`src/rtl/pipeline_ctrl.sv`:
```
// Stall/flush controller for the MiniMIPS32 five-stage pipeline.
// Optional perf counters are built only when PIPE_STALL_CNT_EN is defined.
`ifndef PC_INIT
`define PC_INIT 32'hBFC00000
`endif

module pipeline_ctrl #(
    parameter int STALL_W = 6,
    parameter int PC_W    = 32
) (
    input  logic               cpu_clk_50M,
    input  logic               cpu_rst_n,
    input  logic               stallreq_id,
    input  logic               stallreq_exe,
    input  logic               ibus_req,
    input  logic               ibus_data_ok,
    input  logic               dbus_req,
    input  logic               dbus_data_ok,
    input  logic               exc_valid,
    input  logic [PC_W-1:0]    exc_pc,
    output logic [STALL_W-1:0] stall,
    output logic               flush,
    output logic [PC_W-1:0]    flush_pc,
    output logic               ibus_drop,
    output logic [31:0]        stall_cycles,
    output logic [31:0]        flush_count
);

    localparam logic [STALL_W-1:0] STALL_DBUS = STALL_W'(6'b011111);
    localparam logic [STALL_W-1:0] STALL_EXE  = STALL_W'(6'b001111);
    localparam logic [STALL_W-1:0] STALL_ID   = STALL_W'(6'b000111);
    localparam logic [STALL_W-1:0] STALL_IBUS = STALL_W'(6'b000011);

    typedef enum logic [1:0] {RUN, DWAIT, DFLUSH} state_t;

    state_t          state;
    logic [PC_W-1:0] exc_hold;
    logic            discard;

    logic dbus_wait;
    logic ibus_wait;
    logic hold_dbus;
    logic take_exc;
    logic fire;

    // Bus handshake: *_req stays high while a transaction is open; the
    // matching *_data_ok pulses for exactly one cycle when it completes.
    always_comb begin
        dbus_wait = dbus_req & ~dbus_data_ok;
        ibus_wait = (ibus_req | discard) & ~ibus_data_ok;
        hold_dbus = (state == RUN) ? dbus_wait : ~dbus_data_ok;
        take_exc  = exc_valid & (state != DFLUSH);
        fire      = ((state == DFLUSH) & dbus_data_ok) | (take_exc & ~hold_dbus);

        stall     = '0;
        flush     = 1'b0;
        flush_pc  = '0;
        ibus_drop = 1'b0;
        if (cpu_rst_n) begin
            flush_pc = PC_W'(`PC_INIT);
        end else begin
            flush     = fire;
            ibus_drop = ibus_data_ok & (discard | fire);
            if (fire)
                flush_pc = (state == DFLUSH) ? exc_hold : exc_pc;
            else if (hold_dbus)
                stall = STALL_DBUS;
            else if (stallreq_exe)
                stall = STALL_EXE;
            else if (stallreq_id)
                stall = STALL_ID;
            else if (ibus_wait)
                stall = STALL_IBUS;
        end
    end

    always_ff @(posedge cpu_clk_50M) begin
        if (cpu_rst_n) begin
            state    <= RUN;
            exc_hold <= '0;
            discard  <= 1'b0;
        end else begin
            case (state)
                RUN: begin
                    if (take_exc && hold_dbus) begin
                        exc_hold <= exc_pc;
                        state    <= DFLUSH;
                    end else if (dbus_wait) begin
                        state <= DWAIT;
                    end
                end
                DWAIT: begin
                    if (take_exc && hold_dbus) begin
                        exc_hold <= exc_pc;
                        state    <= DFLUSH;
                    end else if (dbus_data_ok) begin
                        state <= RUN;
                    end
                end
                DFLUSH: begin
                    // The first exception owns the redirect; later ones are dropped.
                    if (dbus_data_ok)
                        state <= RUN;
                end
                default: state <= RUN;
            endcase

            // A fetch still in flight at flush time returns stale data.
            if (ibus_data_ok)
                discard <= 1'b0;
            else if (fire && ibus_req)
                discard <= 1'b1;
        end
    end

`ifdef PIPE_STALL_CNT_EN
    logic [31:0] stall_cnt;
    logic [31:0] flush_cnt;

    always_ff @(posedge cpu_clk_50M) begin
        if (cpu_rst_n) begin
            stall_cnt <= 32'd0;
            flush_cnt <= 32'd0;
        end else begin
            if (stall[0])
                stall_cnt <= stall_cnt + 32'd1;
            if (flush)
                flush_cnt <= flush_cnt + 32'd1;
        end
    end

    assign stall_cycles = cpu_rst_n ? 32'd0 : stall_cnt;
    assign flush_count  = cpu_rst_n ? 32'd0 : flush_cnt;
`else
    assign stall_cycles = 32'd0;
    assign flush_count  = 32'd0;
`endif

endmodule

```
`config.mk`:
```
export PLATFORM = sky130hd
export DESIGN_NAME = pipeline_ctrl
export DESIGN_NICKNAME = d
export VERILOG_FILES = /design/src/rtl/pipeline_ctrl.sv
export SDC_FILE = /design/constraint.sdc
export NUM_CORES = 1
export LEC_CHECK = 0
export CAP_MARGIN = 30
export CORE_MARGIN = 4
export CORE_UTILIZATION = 42
export DETAILED_ROUTE_END_ITERATION = 8
export GPL_ROUTABILITY_DRIVEN = 0
export GPL_TIMING_DRIVEN = 0
export PLACE_DENSITY = 0.89
export SYNTH_ARGS = -nofsm -noshare
export SYNTH_HDL_FRONTEND = slang
export SYNTH_SLANG_ARGS = --single-unit
export TNS_END_PERCENT = 1
```
`constraint.sdc`:
```
create_clock -name cpu_clk_50M -period 2.4 [get_ports cpu_clk_50M]
set_input_delay 0.48 -clock cpu_clk_50M [delete_from_list [all_inputs] [get_ports cpu_clk_50M]]
set_output_delay 0.48 -clock cpu_clk_50M [all_outputs]
set_load 0.02 [all_outputs]
```
; ---- After elaboration in Yosys (flattened, before gate mapping)
; Cells that the tools add are included.
[word_totals]
reg_bits = 35
in_bits = 41
out_inout_bits = 104
wordCells = 42
[classes]
n_eq_ne = 4
mux = 17
bitwise = 12
n_reduce_logical = 6
[op_table]
columns = op, count
row1 = 2-to-1 mux 32 bit, 3
row2 = 2-to-1 mux 5 bit, 3
row3 = 2-to-1 mux 2 bit, 5
row4 = AND 1 bit, 6
row5 = case mux 2 bit (3 select lines), 1
row6 = 2-to-1 mux 4 bit, 1
row7 = OR reduction 2 bit, 2
row8 = 2-to-1 mux 1 bit, 3
row9 = 2-to-1 mux 3 bit, 1
row10 = != test 3 x 2 -> 1 bit (second input constant), 1
row11 = inverter 1 bit, 3
row12 = bitwise OR 1 bit, 3
row13 = == test 2 x 1 -> 1 bit (second input constant), 1
row14 = == test 2 bit (second input constant), 1
row15 = logical AND 1 bit, 2
row16 = zero test 2 bit, 1
row17 = != test 2 bit (second input constant), 1
row18 = AND reduction 2 bit, 1

; ---- Logic depth before layout (Yosys ltp)
; Gate-level depths: netlist of the first run.
[logic_depth]
depth_word = 9
ltp_mapped = 5
ltp_nobuf = 3

; ---- Least setup slack after synthesis of the first run
; Ideal clock, no wire load.
[synth_timing]
path_type = input port to output port
start = input dbus_data_ok
end = output stall[1]
arrival_time_ns = 1.835
required_time_ns = 1.920
setup_slack_ns = 0.085
stages = 4
path_buffers = 1
cell_sequence = and3b_4 > nor4_4 > a21boi_0 > buf_4
[synth_via]
elab_chain_cells = 8
word_cells_on_any_way = 10
cone_classes = 4 x mux / 6 x bitwise
[synth_rtl]
columns = item, line_no
row1 = "start, declared", 18  ; input logic dbus_data_ok,
row2 = inverter 1 bit, "49, 51"
row3 = AND 1 bit, 49  ; dbus_wait = dbus_req & ~dbus_data_ok;
row4 = 2-to-1 mux 1 bit, 51  ; hold_dbus = (state == RUN) ? dbus_wait : ~dbus_data_ok;
row5 = inverter 1 bit, 53  ; fire = ((state == DFLUSH) & dbus_data_ok) | (take_exc & ~hold_dbus);
row6 = AND 1 bit, 53
row7 = bitwise OR 1 bit, 53
row8 = 2-to-1 mux 5 bit (*), 64  ; if (fire)
row9 = 2-to-1 mux 5 bit (*), 59  ; if (cpu_rst_n) begin
row10 = "end, declared", 21  ; output logic [STALL_W-1:0] stall,
; Mark *: on every way between the ends. The rest lies on a longest branch, timed or not.

; ---- Final worst setup path of the first run
[layout_timing]
start = input dbus_req
end = output flush_pc[29]
[layout_via]
elab_chain_cells = 7
[layout_rtl]
columns = item, line_no
row1 = "start, declared", 17  ; input logic dbus_req,
row2 = AND 1 bit, 49
row3 = 2-to-1 mux 1 bit, 51
row4 = inverter 1 bit, 53
row5 = AND 1 bit, 53
row6 = bitwise OR 1 bit, 53
row7 = 2-to-1 mux 32 bit, 64
row8 = 2-to-1 mux 32 bit, 59
row9 = "end, declared", 23  ; output logic [PC_W-1:0] flush_pc,
; Every way passes these cells.

==> impl_metrics.tcl, run 1 <==
set metrics [dict create \
    timing_max_transition_violations_final 0 \
    yosys.area.top_type_share_pct 27.6 \
    finalSetupViolCount 0 \
    total_leakage_power_nw 1.86 \
    final_core_util_pct 63.2 \
    cts.clk_slew.worst_paths_ns 0.08 \
    setup.worst_path.start_class "primary input" \
    final.setup_skew_ns 0.00717 \
    synth_area_leader_cell "sky130_fd_sc_hd__dfxtp_1" \
    hold-path-cell-count 2 \
    tritoncts_num_sinks 35 \
    number_of_cts_inserted_buffers 5 \
    layout.cells.non_filler 579 \
    dp_worst_setup_slack_ns -0.827 \
    postLayoutSetupSlackWorst_ns 0.0443 \
    post_synth_mux_area_share_pct 12.6 \
    endpoint_arrival_time_on_the_critical_path_ns 1.88 \
    antenna_found_initial 0 \
    powerDensity_mw_per_mm2 466 \
    hold_violations 0 \
    worst_hold_startpoint "exc_hold[24]$_SDFFE_PP0P_" \
    core_area_mm2 0.00589 \
    global_route.usage.total_pct 18.6 \
    die_y_um 85.7 \
    design.portCount 145 \
    endpoint_kind "output port" \
    most-common-layout-cells "sky130_fd_sc_hd__nand2_1, sky130_fd_sc_hd__buf_4, sky130_fd_sc_hd__conb_1" \
    area_delta_synth_final_pct 46.6 \
    layout-drive-gt1-share_pct 28.8 \
    via_count_of_the_first_global_routing_pass 2485 \
    yosysWarnings 0 \
    timing.setup.critical_path_class "in -> out" \
    synth_top_family_by_area "simple AND/OR/NAND/NOR gates" \
    placed_area_mm2 0.00366 \
    detail_route.wl_per_cell_um 12.2 \
    start_util_pct 43.1 \
    yosys_register_bits 35 \
    row_count 28 \
    placed_cells 564 \
    ys_types 34 \
    clock_tree.buffer_depth 2 \
    grt.overflow.total 0 \
    maxCapViolations 0 \
    routed_wl_um 7040 \
    fp.dieW_um 85.7 \
    run_status "completed" \
    rr_endpoint "exc_hold[15]$_SDFFE_PP0P_" \
    num_antenna_cells 0 \
    finalCriticalPeriod_ns 2.36 \
    layout.cells.most_common "sky130_fd_sc_hd__nand2_1" \
    tritoncts "done" \
    drtPass1Iterations 4 \
    cts.hold.buffers_added 0 \
    route.antenna.remaining_nets 0 \
    synth_simple_gate_area_share_pct 25.0 \
    synth_area_leaders "sky130_fd_sc_hd__dfxtp_1, sky130_fd_sc_hd__buf_4, sky130_fd_sc_hd__nand2_1, sky130_fd_sc_hd__mux2i_1, sky130_fd_sc_hd__a21oi_1" \
    routed_via_density 4.48 \
    power.ir.vdd_worst_uv 330 \
    largest_net_degree_at_the_start_of_global_routing 12 \
    timing.hold.worst_endpoint "exc_hold[24]$_SDFFE_PP0P_" \
    h_tree_depth 2 \
    final_area_mm2 0.00372 \
    ctsRootBufferMaster "sky130_fd_sc_hd__clkbuf_8" \
    dp_hpwl_um 5500 \
    min_period_over_period_pct 98.2 \
    worstHoldPathType "reg -> reg" \
    syn_area_mm2 0.00254 \
    syn-mean-instance-area_um2 7.33 \
    drt_drc_violations_left 0 \
    setup.reg_to_reg.worst_slack_ns 0.99 \
    clock_latency_ns 0.28 \
    reg2regPathDepth 4 \
    timing.critical_path.fanout_max 4 \
    seq_area_frac_synth_pct 27.6 \
    synth_fa_ha_area_share_pct 0 \
    cp_data_required_time_ns 1.92 \
    crit-reg2reg-launch "state[0]$_SDFFE_PP0P_" \
    dr_total_vias 2593 \
    port_buffers 79 \
    grt_pass1_wl_um 11300 \
    max_freq_mhz 425 \
    nets 544 \
    detail_route.iter0.violations 127 \
    syn_inst 346 \
    area_fraction_in_compound_gates_after_synthesis_pct 9.87 \
    die_area_mm2 0.00735 \
    grt_setup_unrepaired "true" \
    synth_xor_xnor_area_share_pct 0 \
]
cell type report:
type / count / area (µm²)
buffer: 88 / 629
clock buffer: 6 / 82.6
clock inverter: 2 / 35.0
fill: 559 / 2170
inverter: 4 / 17.5
multi-input combinational: 283 / 1460
sequential: 35 / 706
tap: 75 / 93.8
timing repair buffer: 86 / 691
repair_timing:
| action | 4_1_cts | 5_1_grt |
|---|---|---|
| buffers inserted | 5 | 1 |
| setup endpoints to repair | 39 | 36 |
| resized for setup | 146 | 23 |
| hold endpoints to repair | 0 | 0 |
| pin swaps | 2 | 3 |
| gates cloned | 1 | 0 |
worst max path at each step:
stage,start,to,slack [ns],cells past startpoint
2_1_floorplan,dbus_data_ok,stall[1],0.09,4
3_3_place_gp,cpu_rst_n,flush_pc[27],-0.78,6
3_5_place_dp,cpu_rst_n,flush_pc[25],-0.83,6
4_1_cts,exc_valid,flush_pc[23],-0.02,7
5_1_grt,dbus_req,flush_pc[24],-0.05,7
6_report,dbus_req,flush_pc[29],0.04,8
metrics by stage:
stage	hold slack, ns	setup TNS [ns]	total power [mW]
floorplan	0.435	0	1.00
global placement	0.442	-23.99	1.19
detailed placement	0.451	-24.68	1.20
CTS	0.463	-0.0314	1.74
global route	0.476	-0.125	1.82
finish	0.461	0	1.73
Yosys cell counts:
library cell / count
sky130_fd_sc_hd__o31ai_4: 1
sky130_fd_sc_hd__nor3_2: 1
sky130_fd_sc_hd__buf_1: 1
sky130_fd_sc_hd__a21oi_1: 25
sky130_fd_sc_hd__or2_2: 1
sky130_fd_sc_hd__inv_1: 3
sky130_fd_sc_hd__nor4b_4: 1
sky130_fd_sc_hd__o21ai_1: 1
sky130_fd_sc_hd__clkbuf_1: 9
sky130_fd_sc_hd__nor3_1: 1
sky130_fd_sc_hd__conb_1: 1
sky130_fd_sc_hd__dfxtp_1: 35
sky130_fd_sc_hd__o211ai_1: 1
sky130_fd_sc_hd__a211oi_1: 1
sky130_fd_sc_hd__nor2b_1: 3
sky130_fd_sc_hd__buf_4: 71
sky130_fd_sc_hd__or3_1: 1
sky130_fd_sc_hd__a2111oi_2: 1
sky130_fd_sc_hd__buf_2: 5
sky130_fd_sc_hd__and2_1: 1
sky130_fd_sc_hd__buf_6: 1
sky130_fd_sc_hd__o21ai_0: 1
sky130_fd_sc_hd__nand2_1: 129
sky130_fd_sc_hd__a31oi_1: 9
sky130_fd_sc_hd__and3b_4: 1
sky130_fd_sc_hd__a21boi_0: 1
sky130_fd_sc_hd__nor4_4: 1
sky130_fd_sc_hd__nor2_1: 1
sky130_fd_sc_hd__or2b_1: 1
sky130_fd_sc_hd__clkinv_1: 1
sky130_fd_sc_hd__and3_1: 2
sky130_fd_sc_hd__nor3_4: 1
sky130_fd_sc_hd__clkbuf_2: 1
sky130_fd_sc_hd__mux2i_1: 32
cells by family (layout without fill, tap and decap cells):
| kind of cell | count (synthesis) | count (layout) |
|---|---|---|
| AOI/OAI and AO/OA | 41 | 41 |
| buffers and inverters | 92 | 186 |
| DFF | 35 | 35 |
| muxes | 32 | 32 |
| other | 1 | 65 |
| and+or+nand+nor | 145 | 145 |
state kept, by name, indices dropped and copies added (netlist names):
name,count
state,2
discard,1
exc_hold,32
report_power, final:
part           internal [mW]  switching (mW)
Combinational          0.247           0.316
Sequential             0.602          0.0135
Clock                  0.336           0.218
Total                   1.19           0.547
metal layers:
metal | up-vias | GRT usage [%] | routed length (µm)
met5 | - | 0 | 0
met4 | 0 | 5.18 | 91
met3 | 8 | 4.42 | 590
met2 | 117 | 36.7 | 3720
met1 | 1170 | 19.3 | 2640
li1 | 1298 | - | -
worst max-delay path, stage by stage:
cell and delay, ns:
sky130_fd_sc_hd__dlygate4sd2_1 0.30, sky130_fd_sc_hd__nor4b_4 0.21, sky130_fd_sc_hd__buf_4 0.18, sky130_fd_sc_hd__nor4_4 0.05, sky130_fd_sc_hd__buf_4 0.17, sky130_fd_sc_hd__buf_4 0.13, sky130_fd_sc_hd__a31oi_1 0.16, sky130_fd_sc_hd__buf_2 0.19
(Power assumes the default switching activity.)
==> inputs of run 2 (changes only) <==
--- a/config.mk
+++ b/config.mk
@@ -7,11 +7,13 @@
 export LEC_CHECK = 0
 export CAP_MARGIN = 30
 export CORE_MARGIN = 4
-export CORE_UTILIZATION = 42
+export CORE_UTILIZATION = 36
 export DETAILED_ROUTE_END_ITERATION = 8
+export DONT_BUFFER_PORTS = 1
 export GPL_ROUTABILITY_DRIVEN = 0
 export GPL_TIMING_DRIVEN = 0
-export PLACE_DENSITY = 0.89
+export PLACE_DENSITY = 0.52
+export REMOVE_ABC_BUFFERS = 1
 export SYNTH_ARGS = -nofsm -noshare
 export SYNTH_HDL_FRONTEND = slang
 export SYNTH_SLANG_ARGS = --single-unit
==> impl_metrics.tcl, run 2 (same netlist as run 1, synthesis figures left out) <==
set metrics [dict create \
    largest_register_ffs 32 \
    grt_pass1_wl_um 8740 \
    largest_register "exc_hold" \
    most-common-layout-cells "sky130_fd_sc_hd__nand2_1, sky130_fd_sc_hd__conb_1, sky130_fd_sc_hd__dfxtp_1" \
    total_power_mw 1.53 \
    fp.dieW_um 91.9 \
    layout-drive-gt1-share_pct 15.9 \
    finalCriticalPeriod_ns 2.35 \
    dr_total_vias 1967 \
    worst-slew-pin-transition_ns 0.554 \
    share_comb_of_total_power_pct 23.8 \
    row_count 30 \
    cell_internal_pwr_mw 1.03 \
    grt_setup_unrepaired "true" \
    clock_latency_ns 0.28 \
    port_buffers 0 \
    setup.worst_path.start_class "register" \
    final.setup_skew_ns 0.00849 \
    placed_area_mm2 0.00241 \
    fin_setup_tns_ns 0 \
    crit_chain "nor4b_4, nor4_4, buf_4, a31oi_1" \
    antenna_found_initial 0 \
    max_freq_mhz 426 \
    clock_tree.buffer_depth 2 \
    cts.hold.buffers_added 0 \
    nets 380 \
    largest_registers "exc_hold x32, state x2, discard x1" \
    critPathTopFamily "simple AND/OR/NAND/NOR gates" \
    timing_max_transition_violations_final 0 \
    drt_drc_violations_left 0 \
    run_status "completed" \
    placed_cells 425 \
    min_period_over_period_pct 97.8 \
    global_route.usage.total_pct 12.7 \
    final_area_mm2 0.00270 \
    reported_net_switching_power_mw 0.500 \
    critical_path.n_buffers_inverters 1 \
    layout.cells.most_common "sky130_fd_sc_hd__nand2_1" \
    core_area_mm2 0.00683 \
    route.antenna.remaining_nets 0 \
    design.portCount 145 \
    maxCapViolations 0 \
    largest_net_degree_at_the_start_of_global_routing 42 \
    routed_via_density 4.51 \
    routed_wl_um 5500 \
    clock_power_share_pct 36.1 \
    worstHoldPathType "in -> reg" \
    area_delta_synth_final_pct 6.27 \
    switching_share_pct 32.6 \
    dp_hpwl_um 4170 \
    relSlewSlack_pct 62.9 \
    total_leakage_power_nw 1.10 \
    drtPass1Iterations 4 \
    num_antenna_cells 0 \
    hold_violations 0 \
    layout.cells.non_filler 436 \
    power.ir.vdd_worst_uv 200 \
    number_of_cts_inserted_buffers 5 \
    die_y_um 91.9 \
    seq_power_share_pct 40.2 \
    dp_worst_setup_slack_ns -0.432 \
    die_area_mm2 0.00845 \
    fin_worst_hold_slack_ns 0.255 \
    final_core_util_pct 39.5 \
    postLayoutSetupSlackWorst_ns 0.0517 \
    detail_route.wl_per_cell_um 12.6 \
    cpPeakStageDelay_ns 0.47 \
    tritoncts_num_sinks 35 \
    cp_data_required_time_ns 1.92 \
    ctsRootBufferMaster "sky130_fd_sc_hd__clkbuf_8" \
    cpMaxStageDelayCell "sky130_fd_sc_hd__nor4b_4" \
    cts.clk_slew.worst_paths_ns 0.08 \
    tritoncts "done" \
    grt.overflow.total 0 \
    finalSetupViolCount 0 \
    timing.setup.critical_path_class "reg -> out" \
    via_count_of_the_first_global_routing_pass 1827 \
    h_tree_depth 2 \
    endpoint_kind "output port" \
    start_util_pct 37.1 \
    detail_route.iter0.violations 56 \
    endpoint_arrival_time_on_the_critical_path_ns 1.87 \
    powerDensity_mw_per_mm2 568 \
    timing.critical_path.fanout_max 11 \
]
-- run 2: timing repair --
action                                  CTS  global route
pin swaps                                 2             2
gates resized for setup                  10            22
endpoints found under the setup margin   37            34
buffers inserted                          3             0
-- run 2: final timing paths --
path	depth (start not counted)	start	slack [ns]	endpoint
setup / recovery	4	state[0]$_SDFFE_PP0P_	0.05	flush_pc[31]
hold / removal	1	exc_valid	0.25	state[0]$_SDFFE_PP0P_
setup reg to reg	3	state[0]$_SDFFE_PP0P_	0.96	discard$_SDFFE_PP0P_
hold reg to reg	2	exc_hold[18]$_SDFFE_PP0P_	0.46	exc_hold[18]$_SDFFE_PP0P_
-- run 2: power by group through the flow --
stage / clock, mW / sequential (mW) / combinational (mW)
floorplan: 0 / 0.626 / 0.279
global placement: 0 / 0.628 / 0.315
detailed placement: 0 / 0.629 / 0.336
CTS: 0.585 / 0.615 / 0.349
global route: 0.601 / 0.618 / 0.396
finish: 0.553 / 0.615 / 0.364
-- run 2: area by class of cell --
type                       instances  area, µm²
clock buffer                       6       82.6
clock inverter                     2       35.0
fill                             729       4140
inverter                           4       16.3
multi-input combinational        283       1560
sequential                        35        706
tap                               96        120
timing repair buffer              10        178
-- run 2: layer usage --
layer / vias to the layer above / routed length [µm] / GRT usage [%]
met4: 0 / 99 / 4.83
met3: 11 / 564 / 4.68
met5: - / 0 / 0
li1: 972 / - / -
met1: 890 / 2200 / 14.6
met2: 94 / 2640 / 21.4
